File: src/rtl/string_refcount_update_queue.sv
// Reference-count adjustment queue: round-robin arbitration over NUM_PORTS requesters,
// tail coalescing of repeated handles, and a FIFO that emits one (handle, amount) per cycle.
module string_refcount_update_queue #(
  parameter int NUM_PORTS    = 2,
  parameter int FIFO_DEPTH   = 8,
  parameter int HANDLE_WIDTH = 64,
  parameter int AMOUNT_WIDTH = 64
) (
  input  logic                              clk,
  input  logic                              rst_n,
  input  logic [NUM_PORTS-1:0]              in_valid,
  output logic [NUM_PORTS-1:0]              in_ready,
  input  logic [NUM_PORTS*HANDLE_WIDTH-1:0] in_handle,
  input  logic [NUM_PORTS*AMOUNT_WIDTH-1:0] in_amount,
  output logic                              out_valid,
  input  logic                              out_ready,
  output logic [HANDLE_WIDTH-1:0]           out_handle,
  output logic [AMOUNT_WIDTH-1:0]           out_amount,
  output logic [$clog2(FIFO_DEPTH):0]       pending_count,
  output logic [31:0]                       drop_count
);

  localparam int AW = $clog2(FIFO_DEPTH);
  localparam int PW = (NUM_PORTS > 1) ? $clog2(NUM_PORTS) : 1;

  logic [HANDLE_WIDTH-1:0] r_mem_handle [FIFO_DEPTH];
  logic [AMOUNT_WIDTH-1:0] r_mem_amount [FIFO_DEPTH];
  logic [AW-1:0]           r_wr_ptr;
  logic [AW-1:0]           r_rd_ptr;
  logic [AW:0]             r_count;
  logic [31:0]             r_drop;
  logic [PW-1:0]           r_rr_ptr;

  logic [NUM_PORTS-1:0]    w_grant;
  logic [PW-1:0]           w_grant_idx;
  logic                    w_any;
  logic [HANDLE_WIDTH-1:0] w_req_handle;
  logic [AMOUNT_WIDTH-1:0] w_req_amount;
  logic [AW-1:0]           w_tail_idx;
  logic                    w_full;
  logic                    w_pop;
  logic                    w_discard;
  logic                    w_coalesce;
  logic                    w_accept;
  logic                    w_do_push;
  logic                    w_do_coal;
  logic                    w_do_drop;

  // NOTE: every signal driven from always_comb gets a default first so no path leaves it
  // unassigned; otherwise synthesis infers a latch to hold the old value.
  always_comb begin
    w_grant     = '0;
    w_grant_idx = r_rr_ptr;
    w_any       = 1'b0;
    for (int k = 1; k <= NUM_PORTS; k++) begin
      if (!w_any && in_valid[(int'(r_rr_ptr) + k) % NUM_PORTS]) begin
        w_any       = 1'b1;
        w_grant_idx = PW'((int'(r_rr_ptr) + k) % NUM_PORTS);
        w_grant[(int'(r_rr_ptr) + k) % NUM_PORTS] = 1'b1;
      end
    end
  end

  assign w_req_handle = in_handle[int'(w_grant_idx)*HANDLE_WIDTH +: HANDLE_WIDTH];
  assign w_req_amount = in_amount[int'(w_grant_idx)*AMOUNT_WIDTH +: AMOUNT_WIDTH];

  assign w_tail_idx = r_wr_ptr - AW'(1);
  assign w_full     = (r_count == (AW+1)'(FIFO_DEPTH));
  assign out_valid  = (r_count != '0);
  assign w_pop      = out_valid && out_ready;

  // Merging into the tail is unsafe only when that tail is the head leaving this cycle.
  assign w_discard  = (w_req_handle == '0) || (w_req_amount == '0);
  assign w_coalesce = !w_discard && out_valid &&
                      (r_mem_handle[w_tail_idx] == w_req_handle) &&
                      ((r_count > (AW+1)'(1)) || !w_pop);

  assign in_ready  = w_grant & {NUM_PORTS{w_discard || w_coalesce || !w_full}};
  assign w_accept  = w_any && |(in_valid & in_ready);
  assign w_do_drop = w_accept && w_discard;
  assign w_do_coal = w_accept && w_coalesce;
  assign w_do_push = w_accept && !w_discard && !w_coalesce;

  assign out_handle    = out_valid ? r_mem_handle[r_rd_ptr] : '0;
  assign out_amount    = out_valid ? r_mem_amount[r_rd_ptr] : '0;
  assign pending_count = r_count;
  assign drop_count    = r_drop;

  // NOTE: state registers use non-blocking assignments so every flop samples the
  // pre-edge values of its peers regardless of statement order.
  always_ff @(posedge clk or negedge rst_n) begin
    if (!rst_n) begin
      r_wr_ptr <= '0;
      r_rd_ptr <= '0;
      r_count  <= '0;
      r_drop   <= '0;
      r_rr_ptr <= PW'(NUM_PORTS - 1);
    end else begin
      if (w_accept)  r_rr_ptr <= w_grant_idx;
      if (w_do_push) r_wr_ptr <= r_wr_ptr + AW'(1);
      if (w_pop)     r_rd_ptr <= r_rd_ptr + AW'(1);
      if (w_do_drop) r_drop   <= r_drop + 32'd1;
      case ({w_do_push, w_pop})
        2'b10:   r_count <= r_count + (AW+1)'(1);
        2'b01:   r_count <= r_count - (AW+1)'(1);
        default: r_count <= r_count;
      endcase
    end
  end

  // NOTE: the storage array is not reset; entries are only observable once counted,
  // and empty-FIFO outputs are forced to zero by the read mux instead.
  always_ff @(posedge clk) begin
    if (w_do_push) begin
      r_mem_handle[r_wr_ptr] <= w_req_handle;
      r_mem_amount[r_wr_ptr] <= w_req_amount;
    end else if (w_do_coal) begin
      r_mem_amount[w_tail_idx] <= r_mem_amount[w_tail_idx] + w_req_amount;
    end
  end

endmodule
File: config.mk
export PLATFORM = sky130hd
export DESIGN_NAME = string_refcount_update_queue
export DESIGN_NICKNAME = d
export VERILOG_FILES = /design/src/rtl/string_refcount_update_queue.sv
export SDC_FILE = /design/constraint.sdc
export NUM_CORES = 2
export LEC_CHECK = 0
export CAP_MARGIN = 15
export CORE_MARGIN = 5
export CORE_UTILIZATION = 58
export DETAILED_ROUTE_END_ITERATION = 16
export DONT_BUFFER_PORTS = 1
export PLACE_DENSITY = 0.74
export SYNTH_ARGS = -nofsm -noshare
export SYNTH_HDL_FRONTEND = slang
export SYNTH_SLANG_ARGS = --single-unit
export TNS_END_PERCENT = 10
File: constraint.sdc
create_clock -name clk -period 10.1 [get_ports clk]
set_clock_uncertainty 0.1 [all_clocks]
set_input_delay 3.03 -clock clk [delete_from_list [all_inputs] [get_ports clk]]
set_output_delay 3.03 -clock clk [all_outputs]
set_load 0.1 [all_outputs]
# Yosys cells after proc, flatten, opt, wreduce, memory -nomap -nowiden
# Memory sizes are Yosys's and may differ from the RTL's.
# Cells that the tools add are included.
# W data, S select, Z words.
# word_totals
regBits,43
memories,2
in_bits,261
ram_bits,1024
output_inout_bits,167
elab_cells,86
# memory_table
memory,words,width,read_ports,rd_clocked_by_memory_dff,wr,line,source
r_mem_amount,8,64,2,0,1,27,logic [AMOUNT_WIDTH-1:0] r_mem_amount [FIFO_DEPTH];
r_mem_handle,8,64,2,0,1,26,logic [HANDLE_WIDTH-1:0] r_mem_handle [FIFO_DEPTH];
# op_classes
n_lt_le_gt_ge,5
n_mux,27
shifts,2
add_sub_neg,9
bitwise_logic,5
n_reduce_logical,27
n_eq_ne,4
# op_table
cell,n
$shiftx A128 B8 Y64,2
$mux W64,3
$logic_not A64 Y1,2
$add A64 B64 Y64,1
$eq A64 B64 Y1,1
$reduce_or A64 Y1,1
$add A32 B1 Y32 const B,1
$mux W1,18
$logic_and A1 B1 Y1,12
$pmux W4 S2,1
$add A3 B1 Y3 const B,2
$lt A2 B3 Y1 const B,2
$logic_not A1 Y1,5
$add A4 B1 Y4 const B,1
$and A2 B2 Y2,2
$eq A4 B4 Y1 const B,1
$ge A2 B1 Y1 const B,2
$gt A4 B1 Y1 const B,1
$logic_or A1 B1 Y1,4
$mux W2,2
$reduce_bool A4 Y1,1
$sub A4 B1 Y4 const B,1
$mux W3,1
$sub A3 B1 Y3 const B,1
8 further kinds,11

# Depth between registers and ports, before layout
# depth
word_depth,28
mapped_depth,30
depth_no_buf,19

# Least setup slack after synthesis
# Ideal clock, no wire load.
# synth_path
path_kind,in2out
startpoint,in in_valid[1]
endpoint,out in_ready[0]
slack_ns,-0.523
arrival_time_ns,7.493
required_time_ns,6.970
path_buffers,2
stages,12
path_cell_list,or2_2 clkbuf_2 nand2_4 mux2_2 xnor2_1 or4_1 nor4_1 and4_1 buf_4 or3_1 and2_1 a21boi_0
# synth_between
elab_chain_len,17
word_cells_on_any_way,27
cone_classes,eq/ne (1); shift (2); mux (11); bitwise (2); reduce/logical (11)
# synth_rtl
element,line,source
"start, declared",11,"input logic [NUM_PORTS-1:0] in_valid,"
$mux W1 (not written as such) (3 in a row),56,if (!w_any && in_valid[(int'(r_rr_ptr) + k) % NUM_PORTS]) begin
$mux W1,56,
$logic_not A1 Y1,56,
$logic_and A1 B1 Y1,56,
$mux W1 *,56,
$shiftx A128 B8 Y64 *,64,assign w_req_handle = in_handle[int'(w_grant_idx)*HANDLE_WIDTH +: HANDLE_WIDTH];
via w_req_handle[39],37,logic [HANDLE_WIDTH-1:0] w_req_handle;
$logic_not A64 Y1,73,assign w_discard = (w_req_handle == '0) || (w_req_amount == '0);
$logic_or A1 B1 Y1,73,
$logic_not A1 Y1,74,assign w_coalesce = !w_discard && out_valid &&
$logic_and A1 B1 Y1 (2 in a row),74,
$logic_and A1 B1 Y1,75,(r_mem_handle[w_tail_idx] == w_req_handle) &&
$logic_or A1 B1 Y1 * (2 in a row),78,assign in_ready = w_grant & {NUM_PORTS{w_discard || w_coalesce || !w_full}};
$and A2 B2 Y2 *,78,
"end, declared",12,"output logic [NUM_PORTS-1:0] in_ready,"
# Mark *: on every way through the listed nets, which the timed path passes. The rest lies on a longest branch. The select of a mux whose other input is x is not followed.

# Worst setup path in the final report
# layout_path
startpoint,in in_valid[1]
endpoint,out in_ready[0]
# layout_between
elab_chain_len,17
word_cells_on_any_way,27
cone_classes,eq/ne (1); shift (2); mux (11); bitwise (2); reduce/logical (11)
# layout_rtl
element,line
$mux W1 (not written as such) (3 in a row),56
$mux W1,56
$logic_not A1 Y1,56
$logic_and A1 B1 Y1,56
$mux W1,56
"$shiftx A128 B8 Y64, on equally long branches","64, 65"
$logic_not A64 Y1,73
$logic_or A1 B1 Y1,73
$logic_not A1 Y1,74
$logic_and A1 B1 Y1 (2 in a row),74
$logic_and A1 B1 Y1,75
$logic_or A1 B1 Y1 (2 in a row),78
$and A2 B2 Y2 *,78
# Every way passes the cells marked *; elsewhere a longest branch is shown, timed or not. The select of a mux whose other input is x is not followed.

==> report_table.html <==
<table>
<tr><th>Metric</th><th>Value</th></tr>
<tr><th colspan="2">Die</th></tr>
<tr><td>Number of standard-cell rows in the floorplan</td><td>about 110</td></tr>
<tr><td>I/O pin count</td><td>428</td></tr>
<tr><td>Placeable Area</td><td>between 90,000 and 100,000 sq um</td></tr>
<tr><td>Total die area</td><td>between 100,000 and 150,000 sq um</td></tr>
<tr><td>Die outline width</td><td>roughly 320 um</td></tr>
<tr><td>Overall die height</td><td>322 um</td></tr>
<tr><td>Initial Utilization</td><td>between 50% and 60%</td></tr>
<tr><th colspan="2">Detailed routing</th></tr>
<tr><td>Vias after detailed routing</td><td>~36,000</td></tr>
<tr><td>Total met2 wirelength after detailed routing</td><td>79,900 um</td></tr>
<tr><td>Routed wire length</td><td>approximately 170,000 um</td></tr>
<tr><td>Met3 wire length</td><td>between 15,000 and 20,000 um</td></tr>
<tr><td>Uppermost layer routed</td><td>met5</td></tr>
<tr><td>DR DRC count</td><td>0</td></tr>
<tr><td>Met1 Wirelength</td><td>between 50,000 and 60,000 um</td></tr>
<tr><td>Violation count after the first detailed-routing iteration</td><td>roughly 4,300</td></tr>
<tr><td>Vias/cell</td><td>between 7 and 8</td></tr>
<tr><td>Per-cell routed wire length</td><td>around 33 um</td></tr>
<tr><td>Number of nets with antenna violations after detailed routing</td><td>0</td></tr>
<tr><td>Length of the first detailed-routing pass in iterations</td><td>6</td></tr>
<tr><th colspan="2">Synthesis</th></tr>
<tr><td>Fraction of synthesized cell area taken by the top area cell type</td><td>a little over half</td></tr>
<tr><td>Parity-gate share of the synthesized area counting xor and xnor cells</td><td>~2.2%</td></tr>
<tr><td>Proportion of register bits with asynchronous set or reset after synthesis</td><td>between 4 and 5%</td></tr>
<tr><td>Share of the synthesized area in compound gates (AO/OA/AOI/OAI)</td><td>between 4 and 5%</td></tr>
<tr><td>Multiplexer share of the synthesized area</td><td>between 20% and 30%</td></tr>
<tr><td>Cell Area, Synth</td><td>roughly 56,000 sq um</td></tr>
<tr><td>Dominant register cell in the synthesized netlist</td><td>sky130_fd_sc_hd__edfxtp_1</td></tr>
<tr><td>Synth area leader</td><td>sky130_fd_sc_hd__edfxtp_1</td></tr>
<tr><td>Share of the yosys chip area belonging to registers</td><td>between 50% and 60%</td></tr>
<tr><td>Post-synth EDFFs</td><td>roughly 1,000</td></tr>
<tr><td>Flop and latch count out of synthesis</td><td>around 1,100</td></tr>
<tr><td>Fraction of the mapped netlist area in simple logic gates</td><td>between 8 and 9%</td></tr>
<tr><td>Synth unique cells</td><td>between 80 and 90</td></tr>
<tr><td>Post-synthesis adder-cell area fraction</td><td>about 1.6%</td></tr>
<tr><td>Yosys warnings</td><td>0</td></tr>
<tr><td>Mean cell area of the mapped netlist</td><td>15.1 sq um</td></tr>
<tr><td>Largest cells by area after synthesis</td><td>sky130_fd_sc_hd__edfxtp_1, sky130_fd_sc_hd__mux4_2, sky130_fd_sc_hd__mux2i_1</td></tr>
<tr><td>Post-Synthesis Net Count</td><td>4,065</td></tr>
<tr><td>Post-synthesis cell count</td><td>approximately 3,700</td></tr>
<tr><td>Combinational family with the most area after synthesis</td><td>multiplexers</td></tr>
<tr><th colspan="2">Global route</th></tr>
<tr><td>Via count of the first global-routing pass</td><td>~35,000</td></tr>
<tr><td>Initial antenna violation count</td><td>15</td></tr>
<tr><td>Largest net degree at the start of global routing</td><td>between 100 and 150</td></tr>
<tr><td>Total global routing overflow</td><td>0</td></tr>
<tr><td>Global Route Usage Sum</td><td>around a third</td></tr>
<tr><td>Global-route wire length before repair</td><td>between 200,000 and 250,000 um</td></tr>
<tr><th colspan="2">Timing</th></tr>
<tr><td>Fmax achieved</td><td>just over 100 MHz</td></tr>
<tr><td>Unrepaired setup endpoints after global routing</td><td>false</td></tr>
<tr><td>Worst slew margin</td><td>between 15 and 20%</td></tr>
<tr><td>Setup-failing EPs final</td><td>0</td></tr>
<tr><td>Final period demand of the worst path</td><td>between 9 and 10 ns</td></tr>
<tr><td>Worst slew pin tran</td><td>1.24 ns</td></tr>
<tr><td>Final cycle utilization of the critical path</td><td>a little over nine tenths</td></tr>
<tr><td>Final count of hold timing violations</td><td>0</td></tr>
<tr><td>Sum Neg Setup Slack</td><td>0 ns</td></tr>
<tr><td>Final number of max-transition violations</td><td>0</td></tr>
<tr><th colspan="2">Clock tree</th></tr>
<tr><td>Clock Pin Slew Worst Setup and Hold Paths</td><td>about 0.060 ns</td></tr>
<tr><td>Clock buffer count from CTS</td><td>between 100 and 150</td></tr>
<tr><td>Maximum buffer depth of the clock tree</td><td>3</td></tr>
<tr><td>Number of post-CTS setup repair buffers</td><td>0</td></tr>
<tr><td>Post-cts hold buffer count</td><td>0</td></tr>
<tr><td>Clock tree from TritonCTS</td><td>built</td></tr>
<tr><td>Library cell used as clock root buffer</td><td>sky130_fd_sc_hd__clkbuf_16</td></tr>
<tr><td>CTS sink count</td><td>1,067</td></tr>
<tr><td>Number of resized instances in the post-cts repair step</td><td>0</td></tr>
<tr><td>H-Tree Level Count</td><td>3</td></tr>
<tr><td>Clock insertion delay at the later pin of the skew report</td><td>0.70 ns</td></tr>
<tr><th colspan="2">Placement</th></tr>
<tr><td>Hpwl dp</td><td>111,000 um</td></tr>
<tr><td>Port buffer count</td><td>0</td></tr>
<tr><td>Final estimated routing congestion in global placement</td><td>about 1.0</td></tr>
<tr><td>Cell area after placement</td><td>58,300 sq um</td></tr>
<tr><th colspan="2">Critical path</th></tr>
<tr><td>Startpoint type of the worst setup path</td><td>input pin</td></tr>
<tr><td>FF-to-FF path depth</td><td>18</td></tr>
<tr><td>R2R setup slack</td><td>roughly 2.4 ns</td></tr>
<tr><td>Crit Reg-Reg Startpoint</td><td>r_wr_ptr[0]</td></tr>
<tr><td>Category of the critical setup timing path</td><td>in -&gt; out</td></tr>
<tr><td>Required time at the worst-slack endpoint</td><td>about 7 ns</td></tr>
<tr><td>Arrival time of the worst setup path</td><td>6.62 ns</td></tr>
<tr><td>Reg-to-reg critical path endpoint</td><td>r_mem_amount[6][63]</td></tr>
<tr><td>Endpoint class of the critical path</td><td>output pin</td></tr>
<tr><td>Critical Path Fanout Max</td><td>21</td></tr>
<tr><th colspan="2">Cells and area</th></tr>
<tr><td>Filler cells</td><td>approximately 7,000</td></tr>
<tr><td>Final core utilization</td><td>a little under two thirds</td></tr>
<tr><td>Cell area after layout</td><td>61,800 sq um</td></tr>
<tr><td>P&amp;R area growth vs syn</td><td>9.63%</td></tr>
<tr><td>Total Nets Final</td><td>a little over 4,000</td></tr>
<tr><td>Share of post-route cells with drive strength above 1</td><td>a little over a quarter</td></tr>
<tr><th colspan="2">Job</th></tr>
<tr><td>Number of violations of the max-capacitance limit</td><td>0</td></tr>
<tr><th colspan="2">Hold path</th></tr>
<tr><td>Class of the tightest hold or removal check</td><td>reg -&gt; reg</td></tr>
<tr><td>Number of cells on the worst hold path</td><td>1</td></tr>
<tr><td>Hold Crit Endpoint</td><td>r_rr_ptr</td></tr>
<tr><td>Startpoint of the tightest hold check path</td><td>r_rr_ptr</td></tr>
<tr><th colspan="2">Outcome</th></tr>
<tr><td>Status</td><td>finished, final reports clean</td></tr>
</table>
flip-flops by register name, summed over array words and instances, names as in the netlist:
name           count
drop_count        32
pending_count      4
r_mem_amount     512
r_mem_handle     512
r_rd_ptr           3
r_rr_ptr           1
r_wr_ptr           3
cells in the final DEF, fill, tap and decap left out, drive strengths merged, types with 46 or more instances in the layout:
cell,synthesis,final
mux4,512,512
edfxtp,1024,1024
buf,104,90
xor2,46,46
nand2,477,477
nor4,60,60
nand4,48,48
clkbuf,132,129
mux2i,207,207
a21oi,149,149
nor2,251,251
ha,71,71
o21ai,61,61
nand3,69,69
inv,64,71
xnor2,93,93
cell usage after synthesis, types with 4 or more instances:
library cell and instances:
sky130_fd_sc_hd__a2111oi_0 5, sky130_fd_sc_hd__a211oi_1 7, sky130_fd_sc_hd__a21boi_0 8, sky130_fd_sc_hd__a21o_1 24, sky130_fd_sc_hd__a21oi_1 119, sky130_fd_sc_hd__a21oi_2 30
sky130_fd_sc_hd__a221oi_1 4, sky130_fd_sc_hd__a31oi_1 13, sky130_fd_sc_hd__a32oi_1 4, sky130_fd_sc_hd__and2_1 13, sky130_fd_sc_hd__and3_1 33, sky130_fd_sc_hd__and4_1 6
sky130_fd_sc_hd__buf_1 54, sky130_fd_sc_hd__buf_2 21, sky130_fd_sc_hd__buf_4 13, sky130_fd_sc_hd__buf_6 15, sky130_fd_sc_hd__clkbuf_1 131, sky130_fd_sc_hd__dfrtp_1 42
sky130_fd_sc_hd__edfxtp_1 1024, sky130_fd_sc_hd__ha_1 71, sky130_fd_sc_hd__inv_1 64, sky130_fd_sc_hd__mux2_2 45, sky130_fd_sc_hd__mux2i_1 207, sky130_fd_sc_hd__mux4_2 512
sky130_fd_sc_hd__nand2_1 476, sky130_fd_sc_hd__nand2b_1 5, sky130_fd_sc_hd__nand3_1 69, sky130_fd_sc_hd__nand4_1 48, sky130_fd_sc_hd__nand4b_1 4, sky130_fd_sc_hd__nor2_1 250
sky130_fd_sc_hd__nor2b_1 4, sky130_fd_sc_hd__nor3_1 27, sky130_fd_sc_hd__nor4_1 59, sky130_fd_sc_hd__o211ai_1 4, sky130_fd_sc_hd__o21a_1 18, sky130_fd_sc_hd__o21ai_0 57
sky130_fd_sc_hd__o21bai_1 18, sky130_fd_sc_hd__o31ai_1 8, sky130_fd_sc_hd__or2_2 5, sky130_fd_sc_hd__or3_1 10, sky130_fd_sc_hd__or4_1 12, sky130_fd_sc_hd__xnor2_1 93
sky130_fd_sc_hd__xor2_1 46
worst max path at each step:
stage | from | endpoint | slack, ns | depth (start not counted)
floorplan | in_valid[1] | r_mem_handle[0][0] | -0.09 | 15
global placement | in_valid[1] | in_ready[0] | 0.51 | 13
detailed placement | in_valid[1] | in_ready[0] | 0.53 | 13
CTS | in_valid[1] | in_ready[0] | 0.50 | 13
global route | in_valid[1] | in_ready[0] | 0.31 | 12
finish | in_valid[1] | in_ready[0] | 0.35 | 12
layer usage:
layer | vias to the layer above | track usage (%)
li1 | 14800 | -
met1 | 18200 | 42.6
met2 | 2392 | 51.1
met3 | 372 | 7.48
met4 | 4 | 11.8
met5 | - | 0
worst max-delay path, cell delays in order:
cell                        delay, ns
sky130_fd_sc_hd__nor2_2          0.74
sky130_fd_sc_hd__o21ai_0         0.25
sky130_fd_sc_hd__and2_1          0.28
sky130_fd_sc_hd__a2111oi_0       0.56
sky130_fd_sc_hd__nand3_1         0.15
sky130_fd_sc_hd__nor4_1          0.42
sky130_fd_sc_hd__and4_1          0.26
sky130_fd_sc_hd__buf_4           0.20
sky130_fd_sc_hd__or3_1           0.18
sky130_fd_sc_hd__and2_1          0.15
sky130_fd_sc_hd__a21boi_2        0.20
sky130_fd_sc_hd__buf_12          0.19
cell type report:
cell class	count	area (sq um)	share of cell area, %
well taps	1276	1600	2.59
diodes	15	37.5	0.0608
flip-flops and latches	1067	31800	51.6
repair buffers	90	913	1.48
clock buffers	129	2820	4.57
clock inverters	71	621	1.00
inverters	64	240	0.389
multi-input cells	2365	23700	38.3
cell families (layout without fill, tap and decap cells):
| family | count (synthesis) | in the layout |
|---|---|---|
| DFF | 1067 | 1067 |
| and+or+nand+nor | 1038 | 1038 |
| muxes | 764 | 764 |
| AOI/OAI and AO/OA | 352 | 352 |
| buffers and inverters | 300 | 354 |
| xor gates and xnor gates | 139 | 139 |
| adders and majority gates | 72 | 72 |
| other | 0 | 15 |
metrics by stage:
| step | hold slack, ns | cells | setup WS [ns] |
|---|---|---|---|
| global placement | 0.462 | 4862 | 0.513 |
| floorplan | 0.421 | 3732 | -0.0853 |
| CTS | 0.466 | 5062 | 0.504 |
| global route | 0.493 | 5070 | 0.313 |
| detailed placement | 0.454 | 4862 | 0.531 |
| finish | 0.490 | 5077 | 0.350 |
Power is left out: the tool's default activity adds up to more than one toggle a clock period on the data nets, which glitch-free logic cannot reach.
